[src/rtl/fpu_tile_host.sv]
// Host-side sequencer for the FPU add/sub tile: loads operands, pulses the tile
// enable, waits a fixed latency or the tile's early strobe, then returns the result.
module fpu_tile_host #(
  parameter int REG_WIDTH     = 32,
  parameter int CSR_IN_WIDTH  = 16,
  parameter int CSR_OUT_WIDTH = 16,
  parameter int LATENCY       = 2
) (
  input  logic                     clk,
  input  logic                     rst,
  input  logic                     cmd_valid,
  output logic                     cmd_ready,
  input  logic                     cmd_op,
  input  logic [REG_WIDTH-1:0]     cmd_a,
  input  logic [REG_WIDTH-1:0]     cmd_b,
  output logic                     rsp_valid,
  input  logic                     rsp_ready,
  output logic [REG_WIDTH-1:0]     rsp_data,
  output logic [CSR_OUT_WIDTH-1:0] rsp_csr,
  output logic                     rsp_early,
  output logic [15:0]              done_count,
  output logic [CSR_IN_WIDTH-1:0]  csr_in,
  output logic [REG_WIDTH-1:0]     data_reg_a,
  output logic [REG_WIDTH-1:0]     data_reg_b,
  input  logic [REG_WIDTH-1:0]     data_reg_c,
  input  logic [CSR_OUT_WIDTH-1:0] csr_out,
  input  logic                     csr_in_re,
  input  logic                     csr_out_we
);

  typedef enum logic [2:0] {
    ST_IDLE,
    ST_LOAD,
    ST_ISSUE,
    ST_WAIT,
    ST_DONE
  } state_t;

  state_t                   state_reg;
  logic                     cmd_ready_reg;
  logic [REG_WIDTH-1:0]     a_reg;
  logic [REG_WIDTH-1:0]     b_reg;
  logic                     op_reg;
  logic                     en_reg;
  logic [7:0]               cnt_reg;
  logic                     rsp_valid_reg;
  logic [REG_WIDTH-1:0]     rsp_data_reg;
  logic [CSR_OUT_WIDTH-1:0] rsp_csr_reg;
  logic                     rsp_early_reg;
  logic [15:0]              done_count_reg;

  always_ff @(posedge clk) begin
    if (rst) begin
      state_reg      <= ST_IDLE;
      cmd_ready_reg  <= 1'b1;
      a_reg          <= '0;
      b_reg          <= '0;
      op_reg         <= 1'b0;
      en_reg         <= 1'b0;
      cnt_reg        <= 8'd0;
      rsp_valid_reg  <= 1'b0;
      rsp_data_reg   <= '0;
      rsp_csr_reg    <= '0;
      rsp_early_reg  <= 1'b0;
      done_count_reg <= 16'd0;
    end else begin
      case (state_reg)
        ST_IDLE: begin
          if (cmd_valid) begin
            a_reg         <= cmd_a;
            b_reg         <= cmd_b;
            op_reg        <= cmd_op;
            cmd_ready_reg <= 1'b0;
            state_reg     <= ST_LOAD;
          end
        end
        ST_LOAD: begin
          en_reg    <= 1'b1;
          state_reg <= ST_ISSUE;
        end
        ST_ISSUE: begin
          cnt_reg   <= 8'(LATENCY - 1);
          state_reg <= ST_WAIT;
          if (csr_in_re) en_reg <= 1'b0;
        end
        ST_WAIT: begin
          // The tile acknowledging csr_in only drops the enable; timing is unaffected.
          if (csr_in_re) en_reg <= 1'b0;
          cnt_reg <= cnt_reg - 8'd1;
          if (csr_out_we || cnt_reg == 8'd0) begin
            rsp_data_reg   <= data_reg_c;
            rsp_csr_reg    <= csr_out;
            rsp_early_reg  <= csr_out_we;
            rsp_valid_reg  <= 1'b1;
            en_reg         <= 1'b0;
            done_count_reg <= done_count_reg + 16'd1;
            state_reg      <= ST_DONE;
          end
        end
        ST_DONE: begin
          if (rsp_ready) begin
            rsp_valid_reg <= 1'b0;
            cmd_ready_reg <= 1'b1;
            state_reg     <= ST_IDLE;
          end
        end
        default: begin
          state_reg     <= ST_IDLE;
          cmd_ready_reg <= 1'b1;
          en_reg        <= 1'b0;
          rsp_valid_reg <= 1'b0;
        end
      endcase
    end
  end

  // Only the enable (bit 15) and op-select (bit 4) CSR bits are ever driven.
  genvar gi;
  generate
    for (gi = 0; gi < CSR_IN_WIDTH; gi++) begin : g_csr_in
      if (gi == 15) begin : g_en
        assign csr_in[gi] = en_reg;
      end else if (gi == 4) begin : g_op
        assign csr_in[gi] = op_reg;
      end else begin : g_zero
        assign csr_in[gi] = 1'b0;
      end
    end
  endgenerate

  assign cmd_ready  = cmd_ready_reg;
  assign rsp_valid  = rsp_valid_reg;
  assign rsp_data   = rsp_data_reg;
  assign rsp_csr    = rsp_csr_reg;
  assign rsp_early  = rsp_early_reg;
  assign done_count = done_count_reg;
  assign data_reg_a = a_reg;
  assign data_reg_b = b_reg;

endmodule

[config.mk]
export PLATFORM = sky130hd
export DESIGN_NAME = fpu_tile_host
export DESIGN_NICKNAME = d
export VERILOG_FILES = /design/src/rtl/fpu_tile_host.sv
export SDC_FILE = /design/constraint.sdc
export NUM_CORES = 1
export LEC_CHECK = 0
export BUFFER_PORTS_ARGS = -buffer_cell sky130_fd_sc_hd__buf_2
export CAP_MARGIN = 20
export CORE_MARGIN = 2
export CORE_UTILIZATION = 32
export CTS_CLUSTER_DIAMETER = 80
export CTS_CLUSTER_SIZE = 16
export DETAILED_ROUTE_END_ITERATION = 6
export GPL_TIMING_DRIVEN = 0
export SKIP_CTS_REPAIR_TIMING = 1
export SLEW_MARGIN = 20
export SYNTH_ARGS = -nofsm -noshare
export SYNTH_HDL_FRONTEND = slang
export SYNTH_SLANG_ARGS = --single-unit
[constraint.sdc]
create_clock -name clk -period 1.98 [get_ports clk]
set_clock_uncertainty 0.1 [all_clocks]
set_input_delay 0.198 -clock clk [delete_from_list [all_inputs] [get_ports clk]]
set_output_delay 0.198 -clock clk [all_outputs]
set_load 0.05 [all_outputs]
==> metrics list <==
- Outcome: completed
* Most repeated cell in the gate-level netlist after synthesis: sky130_fd_sc_hd__nand2_1
* Net switching power of the design: 0.00245 W
- Worst EP required: 2.17 ns
- Combinational cells account for 20.3% of the total power.
- met2 is the most crowded layer.
* Cells on Worst Hold Path: 3
- Clock-pin slew was measured on the worst setup and hold paths at 0.06 ns.
- The worst hold path terminates at rsp_early.
* Global routing usage on met2: 28.2%
- The setup check on the worst reg-to-reg path leaves a slack of 0.06 ns.
- The critical path starts at cnt_reg[5].
- Pin placement for this block handled 266 I/O pins.
* Final number of hold-violating endpoints: 0
- For the worst-skew pair, the clock arrives at the later sink with an insertion delay of 0.41 ns.
- Final Cycle Share: 96.8%
- Congestion Overflow GR: 0
* Switching portion of total power: 30.0%
- Synthesis-to-layout area growth: 62.8%
- The endpoint identified for the worst register-to-register timing path is done_count[0].
* Syn_area_per_cell: 8.00 sq um
* Critical setup path kind: flip-flop to flip-flop
* Critical Path Start Type: flip-flop
- Int Power: 0.00572 W
* Final critical-path required period: 1.92 ns
- Achievable clock frequency: 0.522 GHz
* Site Rows: 47
- For this run, the leading register cell type out of synthesis is sky130_fd_sc_hd__dfxtp_1.
- Summed over all cells, the static leakage comes to 4.04 nW.
- Clock tree synthesis selected as its root buffer the cell sky130_fd_sc_hd__clkbuf_16.
- In the final layout, the multi-input gates occupy 2320 sq um.
- First-pass GRT wire length: 25200 microns
- The routed layout has 5841 vias.
* Maximum buffer depth of the clock tree: 2
- Register area: 2890 sq um
* Startpoint of the lowest-slack hold path: csr_out_we
- Across the run, the number of max-cap violations was 0.
- Share of final-layout standard cells stronger than drive strength 1: 31.5%
* Grt met1 use: 21.9%
* Proportion of power drawn by flip-flops and latches: 38.4%
- Netlist area before placement: 5480 sq um
* PwrDens: 915 nW/um^2
* Peak supply drop: 0.000554 V
* Number of input and output port buffers inserted: 250
* Estimated wirelength of the detail-placed design: 12200 microns
- Number of enable flip-flop cells after synthesis: 0
- Final core utilization: 53.6%
- The count of nets left with antenna violations once routing finished came out at 0.
- Routability-driven placement finished with a final weighted congestion of 0.794.
- Worst Slack Setup Final: 0.0643 ns
- sky130_fd_sc_hd__dfxtp_1 takes more of the synthesized area than any other cell.
- Post-layout net count: 1205
- STA classifies the critical path endpoint as a flip-flop.
- At the placement stage, the worst setup path has a slack of -0.330 ns.
- Core footprint: 16600 sq um
- Dividing the detail-routed via count by the number of cells gives 4.44.
- In this run the biggest area consumer among cell types represents 52.6% of the synthesized area.
- Detailed router's first-iteration violation count: 189
* Final Slew Violations: 0
* Slew at the pin closest to its max-slew limit: 0.748 ns
- Max-slew headroom: 50.1%
- The die covers 18200 sq um.
- Initial Utilization: 32.9%
- Met3 routing resource usage after global routing: 7.09%
- Number of clock sinks: 144
- Counting distinct cell types in the post-synthesis netlist gives 40.
* Worst R2R Start: cnt_reg[5]
- Wirelength, routed: 18000 microns
- Inst Count DP: 1168
- Counting instances in the post-synthesis netlist gives the leading cell types as sky130_fd_sc_hd__nand2_1, sky130_fd_sc_hd__dfxtp_1, sky130_fd_sc_hd__a21oi_1, sky130_fd_sc_hd__clkbuf_1, sky130_fd_sc_hd__nor2_1.
- Main area contributors after synthesis: sky130_fd_sc_hd__dfxtp_1, sky130_fd_sc_hd__nand2_1, sky130_fd_sc_hd__a21oi_1
- Number of flip-flops and latches in the synthesized netlist: 144
- Detailed-route DRC error count: 0
- The tightest min-delay check is of the input port to flip-flop type.
- Pre-Repair DR Iteration Count: 4
* # H-tree levels: 4
- Largest driver fanout on the critical path: 10
- Logic depth of the worst register-to-register path: 7
- The Yosys step of the flow raised 0 warnings.
- Dividing the detail-routed wire length by the instance count gives 13.7 microns.
- Data on the critical path arrives at its endpoint at 2.10 ns.
* Tot GR Track Use: 17.7%
* Number of antenna cells inserted: 0
* Largest net degree at the start of global routing: 17
- For this run, asynchronously set or reset flops after synthesis account for 0%.
- Layout fillers: 1532
- The floorplan step set the die width to 135 microns.
- Cells after synthesis: 685
- Setup violations remaining at the end of the flow were counted as 0.
* Number of global-route vias before repair: 4901
- The share of the Yosys chip area taken by registers is 52.6%.
- Non-filler cells in the finished layout: 1316
- Antenna violations before repair: 0
- The clock network burns 41.3% of the power.
* Number of buffers inserted during clock tree synthesis: 17
* CTS tree: built
- Measured along the y axis, the die boundary spans 135 microns.
how the worst max path moves through the flow:
stage / to / slack, ns / cells after the start
after floorplan: done_count[15] / 0.02 / 4
after global placement: done_count[3] / -0.27 / 4
after detailed placement: rsp_early / -0.33 / 4
after CTS: data_reg_a[23] / -0.22 / 7
after global routing: rsp_data[5] / -0.04 / 7
final: done_count[0] / 0.06 / 7
placed cells by master (no fill, tap or decap), drive strengths merged, types with 2 or more instances in the layout:
master and count:
nand4 4, o21ai 2, dfxtp 144, dlygate4sd3 115
nor4 4, xor2 7, buf 283, clkbuf 55
nand2b 2, inv 8, a31o 3, conb 14
nor2b 3, nor2 30, nor3 10, and2 2
and3 5, nand2 238, nand3b 3, a21oi 122
nor4b 3, bufinv 3, a22oi 3, mux2 2
clkinvlp 2, o211ai 2, ha 3, xnor2 7
nand3 8
power groups by stage:
stage | sequential (W) | clock, W | combinational [W]
after floorplan | 0.00367 | 0 | 0.000552
after global placement | 0.00319 | 0 | 0.00144
after CTS | 0.00314 | 0.00345 | 0.00145
after global routing | 0.00316 | 0.00357 | 0.00178
final | 0.00314 | 0.00337 | 0.00166
after detailed placement | 0.00320 | 0 | 0.00144
kinds of logic (layout without fill, tap and decap cells):
kind of cell,count (synthesis),after routing,share of synthesized area (%)
simple gates,315,315,24.2
flops,144,144,52.6
compound gates,136,136,13.2
buf+inv,69,467,6.48
xor+xnor,14,14,2.24
fa+ha+maj,3,3,0.685
mux,3,3,0.594
other cells,1,14,0.0684
critical path, cell delays in order (launching register included):
cell and delay, ns:
sky130_fd_sc_hd__dfxtp_2 0.35, sky130_fd_sc_hd__nor4_4 0.41, sky130_fd_sc_hd__a31o_2 0.27, sky130_fd_sc_hd__and2_1 0.13, sky130_fd_sc_hd__clkbuf_4 0.19, sky130_fd_sc_hd__buf_8 0.15, sky130_fd_sc_hd__xnor2_1 0.12, sky130_fd_sc_hd__nor2_1 0.05
per-layer routing:
layer | routed length, microns | share of wire [%]
met5 | 0 | 0
met4 | 244 | 1.4
met3 | 1450 | 8.1
met2 | 8410 | 47
met1 | 7880 | 44
stage by stage:
step | hold WS [ns] | cell area (sq um) | setup TNS [ns] | total power [W]
after floorplan | 0.234 | 5530 | 0 | 0.00422
after global placement | 0.339 | 7060 | -18.22 | 0.00464
after detailed placement | 0.343 | 7060 | -22.94 | 0.00464
after CTS | -0.106 | 7680 | -5.88 | 0.00804
after global routing | 0.0341 | 8920 | -0.132 | 0.00851
final | 0.0282 | 8920 | 0 | 0.00817
area by class of cell:
class	count	share of cell area, %
inverter	4	0.168
tap	220	3.09
sequential	144	32.4
clock buffer	22	5.31
clock inverter	10	1.67
buffer	64	4.28
multi-input combinational	485	26.0
timing repair buffer	367	27.1
(Power assumes the default switching activity.)
